[src/rtl/disp_pkg.sv]
// Shared constants and helpers for the multiplexed 7-segment display controller.
// Segment codes are active-low with bit 0 = segment a and bit 6 = segment g.
package disp_pkg;

   localparam int MAX_DIGITS = 8;

   localparam logic [6:0] SEG_0     = 7'h40;
   localparam logic [6:0] SEG_1     = 7'h79;
   localparam logic [6:0] SEG_2     = 7'h24;
   localparam logic [6:0] SEG_3     = 7'h30;
   localparam logic [6:0] SEG_4     = 7'h19;
   localparam logic [6:0] SEG_5     = 7'h12;
   localparam logic [6:0] SEG_6     = 7'h02;
   localparam logic [6:0] SEG_7     = 7'h78;
   localparam logic [6:0] SEG_8     = 7'h00;
   localparam logic [6:0] SEG_9     = 7'h10;
   localparam logic [6:0] SEG_DASH  = 7'h3F;
   localparam logic [6:0] SEG_BLANK = 7'h7F;

   function automatic longint unsigned pow10(input int n);
      longint unsigned r;
      r = 64'd1;
      for (int i = 0; i < n; i++) begin
         r = r * 64'd10;
      end
      return r;
   endfunction

   function automatic int clog2(input longint unsigned v);
      int r;
      r = 0;
      for (int i = 0; i < 63; i++) begin
         if ((64'd1 << i) < v) begin
            r = i + 1;
         end
      end
      return r;
   endfunction

   function automatic int bcd_width(input int num_digits);
      return 4 * num_digits;
   endfunction

   function automatic logic [6:0] seg_decode(input logic [3:0] d);
      logic [6:0] s;
      case (d)
         4'd0:    s = SEG_0;
         4'd1:    s = SEG_1;
         4'd2:    s = SEG_2;
         4'd3:    s = SEG_3;
         4'd4:    s = SEG_4;
         4'd5:    s = SEG_5;
         4'd6:    s = SEG_6;
         4'd7:    s = SEG_7;
         4'd8:    s = SEG_8;
         4'd9:    s = SEG_9;
         default: s = SEG_DASH;
      endcase
      return s;
   endfunction

endpackage

[src/rtl/bin2bcd_seq.sv]
// Iterative double-dabble converter: one shift per cycle for BIN_W cycles.
// done and bcd are combinational during the final shift so the caller commits on that edge.
module bin2bcd_seq
   import disp_pkg::*;
#(
   parameter int BIN_W      = 16,
   parameter int NUM_DIGITS = 4
) (
   input  logic                      clk,
   input  logic                      reset,
   input  logic                      start,
   input  logic [BIN_W-1:0]          value,
   output logic                      busy,
   output logic                      done,
   output logic [4*NUM_DIGITS-1:0]   bcd,
   output logic                      overflow
);

   localparam int              BCD_W   = bcd_width(NUM_DIGITS);
   localparam int              CNT_W   = clog2(longint'(BIN_W) + 64'd1);
   localparam longint unsigned LIMIT   = pow10(NUM_DIGITS);
   localparam bit              OVF_REACHABLE =
      (BIN_W >= 64) || (((64'd1 << BIN_W) - 64'd1) >= LIMIT);

   logic [BIN_W-1:0] sreg_r;
   logic [BCD_W-1:0] acc_r;
   logic [CNT_W-1:0] cnt_r;
   logic             busy_r;
   logic             ovf_r;
   logic [BCD_W-1:0] adj_s;
   logic [BCD_W-1:0] acc_next_s;
   logic             done_s;

   // add-3 correction; carries out of the top digit are simply dropped
   always_comb begin
      adj_s = '0;
      for (int i = 0; i < NUM_DIGITS; i++) begin
         if (acc_r[4*i +: 4] >= 4'd5) begin
            adj_s[4*i +: 4] = acc_r[4*i +: 4] + 4'd3;
         end else begin
            adj_s[4*i +: 4] = acc_r[4*i +: 4];
         end
      end
      acc_next_s = {adj_s[BCD_W-2:0], sreg_r[BIN_W-1]};
      done_s     = busy_r && (cnt_r == CNT_W'(BIN_W - 1));
   end

   // engine state: capture on start, then shift until the last bit is consumed
   always_ff @(posedge clk) begin
      if (reset) begin
         sreg_r <= '0;
         acc_r  <= '0;
         cnt_r  <= '0;
         busy_r <= 1'b0;
         ovf_r  <= 1'b0;
      end else if (busy_r) begin
         sreg_r <= sreg_r << 1;
         acc_r  <= acc_next_s;
         cnt_r  <= cnt_r + CNT_W'(1);
         if (done_s) begin
            busy_r <= 1'b0;
         end else begin
            busy_r <= 1'b1;
         end
      end else if (start) begin
         sreg_r <= value;
         acc_r  <= '0;
         cnt_r  <= '0;
         busy_r <= 1'b1;
         ovf_r  <= OVF_REACHABLE && (64'(value) >= LIMIT);
      end else begin
         busy_r <= 1'b0;
      end
   end

   assign busy     = busy_r;
   assign done     = done_s;
   assign bcd      = acc_next_s;
   assign overflow = ovf_r;

endmodule

[src/rtl/disp_mux_ctrl.sv]
// N-digit multiplexed common-anode 7-segment controller with sequential BCD conversion,
// leading-zero blanking, per-digit decimal points and overflow dashes.
module disp_mux_ctrl
   import disp_pkg::*;
#(
   parameter int NUM_DIGITS   = 4,
   parameter int BIN_W        = 16,
   parameter int REFRESH_BITS = 19,
   parameter int BLANK_LZ     = 1
) (
   input  logic                  CLK,
   input  logic                  reset,
   input  logic [BIN_W-1:0]      value,
   input  logic                  load,
   input  logic [NUM_DIGITS-1:0] dp_mask,
   output logic                  busy,
   output logic                  overflow,
   output logic [NUM_DIGITS-1:0] digits,
   output logic [6:0]            segments,
   output logic                  dp
);

   localparam int BCD_W = bcd_width(NUM_DIGITS);
   localparam int IDX_W = (NUM_DIGITS > 1) ? clog2(longint'(NUM_DIGITS)) : 1;

   logic                    eng_busy_s;
   logic                    eng_done_s;
   logic                    eng_ovf_s;
   logic [BCD_W-1:0]        eng_bcd_s;
   logic                    start_s;
   logic [NUM_DIGITS-1:0]   dp_pend_r;
   logic [BCD_W-1:0]        buf_bcd_r;
   logic [NUM_DIGITS-1:0]   buf_dp_r;
   logic                    buf_ovf_r;
   logic [REFRESH_BITS-1:0] refresh_r;
   logic [IDX_W-1:0]        idx_r;
   logic [NUM_DIGITS-1:0]   keep_s;
   logic                    lead_s;
   logic [3:0]              cur_digit_s;
   logic [6:0]              seg_s;
   logic                    dp_s;
   logic [NUM_DIGITS-1:0]   anode_s;
   logic [NUM_DIGITS-1:0]   digits_r;
   logic [6:0]              segments_r;
   logic                    dp_r;

   assign start_s = load && !eng_busy_s;

   bin2bcd_seq #(
      .BIN_W      (BIN_W),
      .NUM_DIGITS (NUM_DIGITS)
   ) u_bin2bcd (
      .clk      (CLK),
      .reset    (reset),
      .start    (start_s),
      .value    (value),
      .busy     (eng_busy_s),
      .done     (eng_done_s),
      .bcd      (eng_bcd_s),
      .overflow (eng_ovf_s)
   );

   // display buffer changes only on the conversion's final edge, all fields together
   always_ff @(posedge CLK) begin
      if (reset) begin
         dp_pend_r <= '0;
         buf_bcd_r <= '0;
         buf_dp_r  <= '0;
         buf_ovf_r <= 1'b0;
      end else begin
         if (start_s) begin
            dp_pend_r <= dp_mask;
         end else begin
            dp_pend_r <= dp_pend_r;
         end
         if (eng_done_s) begin
            buf_bcd_r <= eng_bcd_s;
            buf_dp_r  <= dp_pend_r;
            buf_ovf_r <= eng_ovf_s;
         end else begin
            buf_bcd_r <= buf_bcd_r;
            buf_dp_r  <= buf_dp_r;
            buf_ovf_r <= buf_ovf_r;
         end
      end
   end

   // free-running refresh counter; scan index steps on each wrap
   always_ff @(posedge CLK) begin
      if (reset) begin
         refresh_r <= '0;
         idx_r     <= '0;
      end else begin
         refresh_r <= refresh_r + REFRESH_BITS'(1);
         if (&refresh_r) begin
            if (idx_r == IDX_W'(NUM_DIGITS - 1)) begin
               idx_r <= '0;
            end else begin
               idx_r <= idx_r + IDX_W'(1);
            end
         end else begin
            idx_r <= idx_r;
         end
      end
   end

   // keep_s[i]: some digit at or above i is non-zero or carries a decimal point
   always_comb begin
      lead_s      = 1'b0;
      keep_s      = '0;
      for (int i = NUM_DIGITS - 1; i >= 0; i--) begin
         lead_s    = lead_s | (buf_bcd_r[4*i +: 4] != 4'd0) | buf_dp_r[i];
         keep_s[i] = lead_s;
      end
      cur_digit_s = buf_bcd_r[{idx_r, 2'b00} +: 4];
      anode_s     = ~(NUM_DIGITS'(1) << idx_r);
      if (buf_ovf_r) begin
         seg_s = SEG_DASH;
         dp_s  = 1'b1;
      end else if ((BLANK_LZ != 0) && (idx_r != '0) && !keep_s[idx_r]) begin
         seg_s = SEG_BLANK;
         dp_s  = 1'b1;
      end else begin
         seg_s = seg_decode(cur_digit_s);
         dp_s  = ~buf_dp_r[idx_r];
      end
   end

   // registered pin drivers
   always_ff @(posedge CLK) begin
      if (reset) begin
         digits_r   <= '1;
         segments_r <= SEG_BLANK;
         dp_r       <= 1'b1;
      end else begin
         digits_r   <= anode_s;
         segments_r <= seg_s;
         dp_r       <= dp_s;
      end
   end

   assign busy     = eng_busy_s;
   assign overflow = buf_ovf_r;
   assign digits   = digits_r;
   assign segments = segments_r;
   assign dp       = dp_r;

endmodule

[config.mk]
export PLATFORM = sky130hd
export DESIGN_NAME = disp_mux_ctrl
export DESIGN_NICKNAME = d
export VERILOG_FILES = /design/src/rtl/disp_pkg.sv /design/src/rtl/bin2bcd_seq.sv /design/src/rtl/disp_mux_ctrl.sv
export SDC_FILE = /design/constraint.sdc
export NUM_CORES = 1
export LEC_CHECK = 0
export ABC_AREA = 1
export BUFFER_PORTS_ARGS = -buffer_cell sky130_fd_sc_hd__buf_4
export CORE_AREA = 2 2 96 98
export CTS_BUF_LIST = sky130_fd_sc_hd__clkbuf_8
export CTS_CLUSTER_SIZE = 16
export DETAILED_ROUTE_END_ITERATION = 6
export DIE_AREA = 0 0 98 100
export PLACE_DENSITY = 0.74
export SLEW_MARGIN = 0
export SYNTH_ARGS = -nofsm -noshare
export SYNTH_HDL_FRONTEND = slang
export SYNTH_SLANG_ARGS = --single-unit
[constraint.sdc]
create_clock -name CLK -period 4.2 [get_ports CLK]
set_input_delay 0.63 -clock CLK [delete_from_list [all_inputs] [get_ports CLK]]
set_output_delay 0.63 -clock CLK [all_outputs]
set_load 0.1 [all_outputs]
* Word level (Yosys, flattened, before mapping)
Memories as Yosys holds them, arrays and structs flattened.
Cells that the tools add are included.
** Word-level totals
- Register bits :: 97
- ROM bits :: 112
- Output and inout bits :: 14
- Memories kept :: 1
** Cells by class
- Add/subtract/negate cells :: 7
- $lt $le $gt $ge :: 6
- Equal/unequal tests :: 2
- Shift operators :: 2
- Multiplexer cells :: 20
- Bitwise gates (word level) :: 10
- Reduce and logical (&&, ||, !) cells :: 15
** Memories
- (no name shown) :: words 16, width 7, rd ports 1, clocked after Yosys merged registers in 0, wr ports 0, line disp_pkg.sv:46 : case (d)
** Operators by type and width (count)
- $mux 16 :: 4
- $add 19x1->19 const B :: 1
- $reduce_and 19->1 :: 1
- $ge 16x14->1 const B :: 1
- $ge 4x3->1 const B :: 4
- $reduce_bool 4->1 :: 4
- $shiftx 16x5->4 :: 1
- $mux 7 :: 2
- $add 4x2->4 const B :: 3
- $mux 4 :: 3
- $mux 5 :: 2
- $or 1x1->1 :: 7
- $add 5x1->5 const B :: 1
- $eq 5x4->1 const B :: 1
- $mux 1 :: 5
- $bmux 1 s2 :: 2
- $not 4->4 :: 1
- $reduce_bool 2->1 :: 2
- $shl 1x2->4 const A :: 1
- $add 3x2->3 const B :: 1
- $logic_and 1x1->1 :: 3
- $lt 2x3->1 const B :: 1
- $mux 3 :: 1
- $reduce_or 3->1 :: 1
- 7 further kinds :: 9

* Longest topological paths before layout
- Depth in word-level cells :: 14
- Mapped depth :: 13
- Depth with buffers taken out :: 12

* By module
A second synthesis with hierarchy kept.
** Second synthesis, totals
- Cell total of the unflattened synthesis :: 690
- Area, all modules :: 5043.6 um^2
** By module, submodules not included
- disp_mux_ctrl :: times used 1, cells each 375, area each 2760.1 um^2, seq. area each 1161.1 um^2
- bin2bcd_seq :: times used 1, cells each 315, area each 2283.4 um^2, seq. area each 780.7 um^2

* Least setup slack after synthesis
Ideal clock, no wire load.
- Kind :: register to register
- From :: reg u_bin2bcd.busy_r, in the netlist u_bin2bcd.busy
- To :: reg buf_dp_r[0]
- Setup time :: 0.121 ns
- Arrival :: 1.783 ns
- Data required time :: 4.079 ns
- Path slack :: 2.297 ns
- Cell stages (with the launch flop) :: 7
- Buffers on the path :: 3
- Period minus slack after synthesis :: 1.903 ns
- Cells stage by stage :: dfxtp_1 buf_4 nand2_2 buf_6 nand2_2 buf_2 o22ai_1
** On the way
- Cells in the longest elaborated chain, start to end :: 1
** RTL lines
- from (decl) :: line bin2bcd_seq.sv:28 : logic busy_r;
- from (signal assigned) :: line bin2bcd_seq.sv:54 : busy_r <= 1'b0;
- from (signal assigned) :: line bin2bcd_seq.sv:61 : busy_r <= 1'b0;
- from (signal assigned) :: line bin2bcd_seq.sv:63 : busy_r <= 1'b1;
- $logic_and 1x1->1 :: line bin2bcd_seq.sv:45 : done_s = busy_r && (cnt_r == CNT_W'(BIN_W - 1));
- to (signal assigned) :: line disp_mux_ctrl.sv:78 : buf_dp_r <= dp_pend_r;
- to (signal assigned) :: line disp_mux_ctrl.sv:82 : buf_dp_r <= buf_dp_r;
- to (decl) :: line disp_mux_ctrl.sv:33 : logic [NUM_DIGITS-1:0] buf_dp_r;
Every way passes these cells.
A chain may end at the register's enable or synchronous reset.

* Final worst setup path
- From :: reg u_bin2bcd.busy_r, in the netlist u_bin2bcd.busy
- To :: out busy
** RTL lines
- to (decl) :: line disp_mux_ctrl.sv:16 : output logic busy,
No word-level cell between the ends.

==> metrics.md <==
| Metric | Value |
|---|---|
| Status | `complete, no violations` |
| Share of cells above drive strength 1 | `12.5%` |
| Async S/R FF share, synth | `0%` |
| Largest net degree at the start of global routing | `45` |
| Final net count | `744` |
| Filler instances | `834` |
| Final Skew | `0.0146 ns` |
| All-Layer GR Usage | `20.7%` |
| Worst Hold Slack | `0.468 ns` |
| Warnings, synthesis | `0` |
| Final Hold Vio Count | `0` |
| First-pass detailed-route iteration total | `5` |
| H-tree levels | `3` |
| R2R Path End | `segments[3]$_SDFF_PP1_` |
| Total global routing overflow | `0` |
| DR WL/cell | `11.8 µm` |
| DRT iter0 DRCs | `225` |
| R2R Setup Slk | `2.14 ns` |
| # resized after CTS | `0` |
| Clk_lat worst skew | `0.37 ns` |
| Unrepaired setup endpoints after global routing | `no` |
| Die X | `98 µm` |
| Finished Cell Area | `0.00525 mm²` |
| CP startpoint kind | `flop` |
| First-pass GRT wire length | `16.7 mm` |
| Max clock buf depth | `2` |
| Avg Inst Size Synth | `7.03 µm²` |
| Crit-path max FO | `20` |
| Class of the worst hold path | `flop to flop` |
| Antenna violations before repair | `0` |
| Worst VDD drop | `0.189 mV` |
| Critical path required time | `3.57 ns` |
| Clock slew at reported path FFs | `0.09 ns` |
| Worst Path Arrival | `1.59 ns` |
| Worst path top cell family by delay | `flip-flops` |
| Hold Startpoint | `dp_pend_r[0]$_SDFFE_PP0P_` |
| Worst-margin pin slew | `0.934 ns` |
| Buffers and inverters on the worst path | `1` |
| CORE AREA | `0.00889 mm²` |
| Max cap viols | `0` |
| Post-synth top flop | `dfxtp_1` |
| IO Pins | `37` |
| Slowest-stage cell, CP | `dfxtp_1` |
| Pwr/cell area | `333 mW/mm²` |
| Number of global-route vias before repair | `3,840` |
| Setup WS pre-CTS | `2.03 ns` |
| Slew Limit Fails | `0` |
| Top area cells in the synthesized netlist | `dfxtp_1 (41%), nand2_1 (15%), nand3_1 (7.2%)` |
| Max incr delay on CP | `0.81 ns` |
| Non-filler cells, final | `817` |
| Gpl congestion | `0.846` |
| Post-layout util | `59.1%` |
| Number of flops mapped to enable cells by yosys | `0` |
| Final period util | `52.8%` |
| Final ANT Viol Nets | `0` |
| Die Height | `100 µm` |
| CTS Hold Bufs | `0` |
| Worst-case reg-to-reg path depth | `11` |
| Routed Wire Length | `9.63 mm` |
| PortBufs | `36` |
| Sequential area share after synthesis | `40.9%` |
| Post-synth top area share | `40.9%` |
| Hold Path Stages | `2` |
| CTS Buf Count | `9` |
| Number of setup buffers added after CTS | `0` |
| Multi-input gate area | `0.00233 mm²` |
| Tmin final | `2.22 ns` |
| Slew headroom | `37.6%` |
| Setup WS post-layout | `1.98 ns` |
| Dpl cells | `801` |
| Die footprint | `0.00980 mm²` |
| Hold Crit Endpoint | `dp_pend_r[0]$_SDFFE_PP0P_` |
| Root Driver | `clkbuf_8` |
| Fmax | `0.451 GHz` |
| Setup tns final | `0 ns` |
| Post-synthesis register bit count | `97` |
| Crit Path Class | `flop to primary output` |
| Synth-to-layout area growth | `10.7%` |
| Pwr Total | `1.75 mW` |
| Clock Sinks | `97` |
| Cell chain of the critical path | `buf_4` |
| Distinct cells, synth | `34` |
| Residual DRC | `0` |
| DP Wirelength | `7.01 mm` |
| Worst flop-to-flop path startpoint | `idx_r[0]$_SDFFE_PP0P_` |
| Leak | `2.26 nW` |
| Yosys top cell by area | `dfxtp_1` |
| Register Area | `0.00194 mm²` |
| Starting Density | `53.4%` |
| Syn_nets | `718` |
| Ant diodes | `0` |
| Post-Place Cell Area | `0.00503 mm²` |
| Cells after Synth | `675` |
| Num rows | `35` |
| Setup Viol. Count Final | `0` |
| Vias/cell | `5.17` |
| Mapped cell area | `0.00474 mm²` |
| Worst Setup End Kind | `primary output` |
| TritonCTS clock tree | `built` |
| DR vias | `4,225` |
placed cells by master (no fill, tap or decap), drive strengths merged, types with 4 or more instances in the layout:
cell type  instances
a21oi             41
buf               38
clkbuf             9
dfxtp             97
ha                20
inv               93
nand2            203
nand3             73
nand4              7
nor2              53
o21ai             38
o22ai              4
or2                5
final cells by class:
cell class	count	area share, %
multi-input combinational	464	44.3
sequential	97	37.0
inverter	91	6.50
timing repair buffer	38	5.43
tap	111	2.64
clock buffer	9	2.36
clock inverter	7	1.81
registers in the layout, indices dropped and copies added (netlist names), 5 cells and up:
signal            count
buf_bcd_r            16
refresh_r            19
u_bin2bcd.sreg_r     16
segments              7
u_bin2bcd.acc_r      16
u_bin2bcd.cnt_r       5
report_power, final:
group | leakage [nW] | switching [mW] | internal, mW
clock network | 0.115 | 0.328 | 0.337
registers | 0.789 | 0.0149 | 0.940
logic | 1.35 | 0.0915 | 0.0406
kinds of logic after synthesis:
kind of cell,synth area share [%]
adder cells (fa/ha/maj),5.27
XOR/XNOR,0.923
buffers and inverters,10.0
AND/OR/NAND/NOR,33.1
flip-flops,40.9
AO/OA/AOI/OAI,9.76
synthesized netlist by cell type, drive strengths merged, types with 2 or more instances:
| library cell | instances |
|---|---|
| o21ai | 38 |
| nor4 | 3 |
| clkbuf | 6 |
| o22ai | 4 |
| o211ai | 3 |
| nand3 | 73 |
| dfxtp | 97 |
| ha | 20 |
| nor2 | 53 |
| xor2 | 3 |
| xnor2 | 2 |
| a21oi | 41 |
| nand4 | 7 |
| or2 | 5 |
| nand2 | 203 |
| nor3 | 3 |
| buf | 17 |
| nand3b | 3 |
| inv | 91 |
worst max-delay path by stage:
stage,slack [ns],end,cells past startpoint,startpoint
floorplan,2.30,buf_dp_r[0]$_SDFFE_PP0P_,6,u_bin2bcd.busy$_SDFF_PP0_
global placement,2.07,u_bin2bcd.sreg_r[8]$_SDFFE_PP0P_,7,load
detailed placement,2.03,u_bin2bcd.sreg_r[8]$_SDFFE_PP0P_,7,load
CTS,1.95,busy,1,u_bin2bcd.busy$_SDFF_PP0_
global route,1.90,busy,1,u_bin2bcd.busy$_SDFF_PP0_
finish,1.98,busy,1,u_bin2bcd.busy$_SDFF_PP0_
metal layers:
| metal | track usage (%) | part of all wire (%) | vias to the layer above |
|---|---|---|---|
| met5 | 0 | 0 | - |
| met4 | 9.40 | 2.1 | 0 |
| li1 | - | - | 2195 |
| met1 | 26.0 | 45 | 1894 |
| met3 | 3.48 | 4.8 | 22 |
| met2 | 35.1 | 48 | 114 |
No activity file was read; power rests on OpenSTA's default activity.
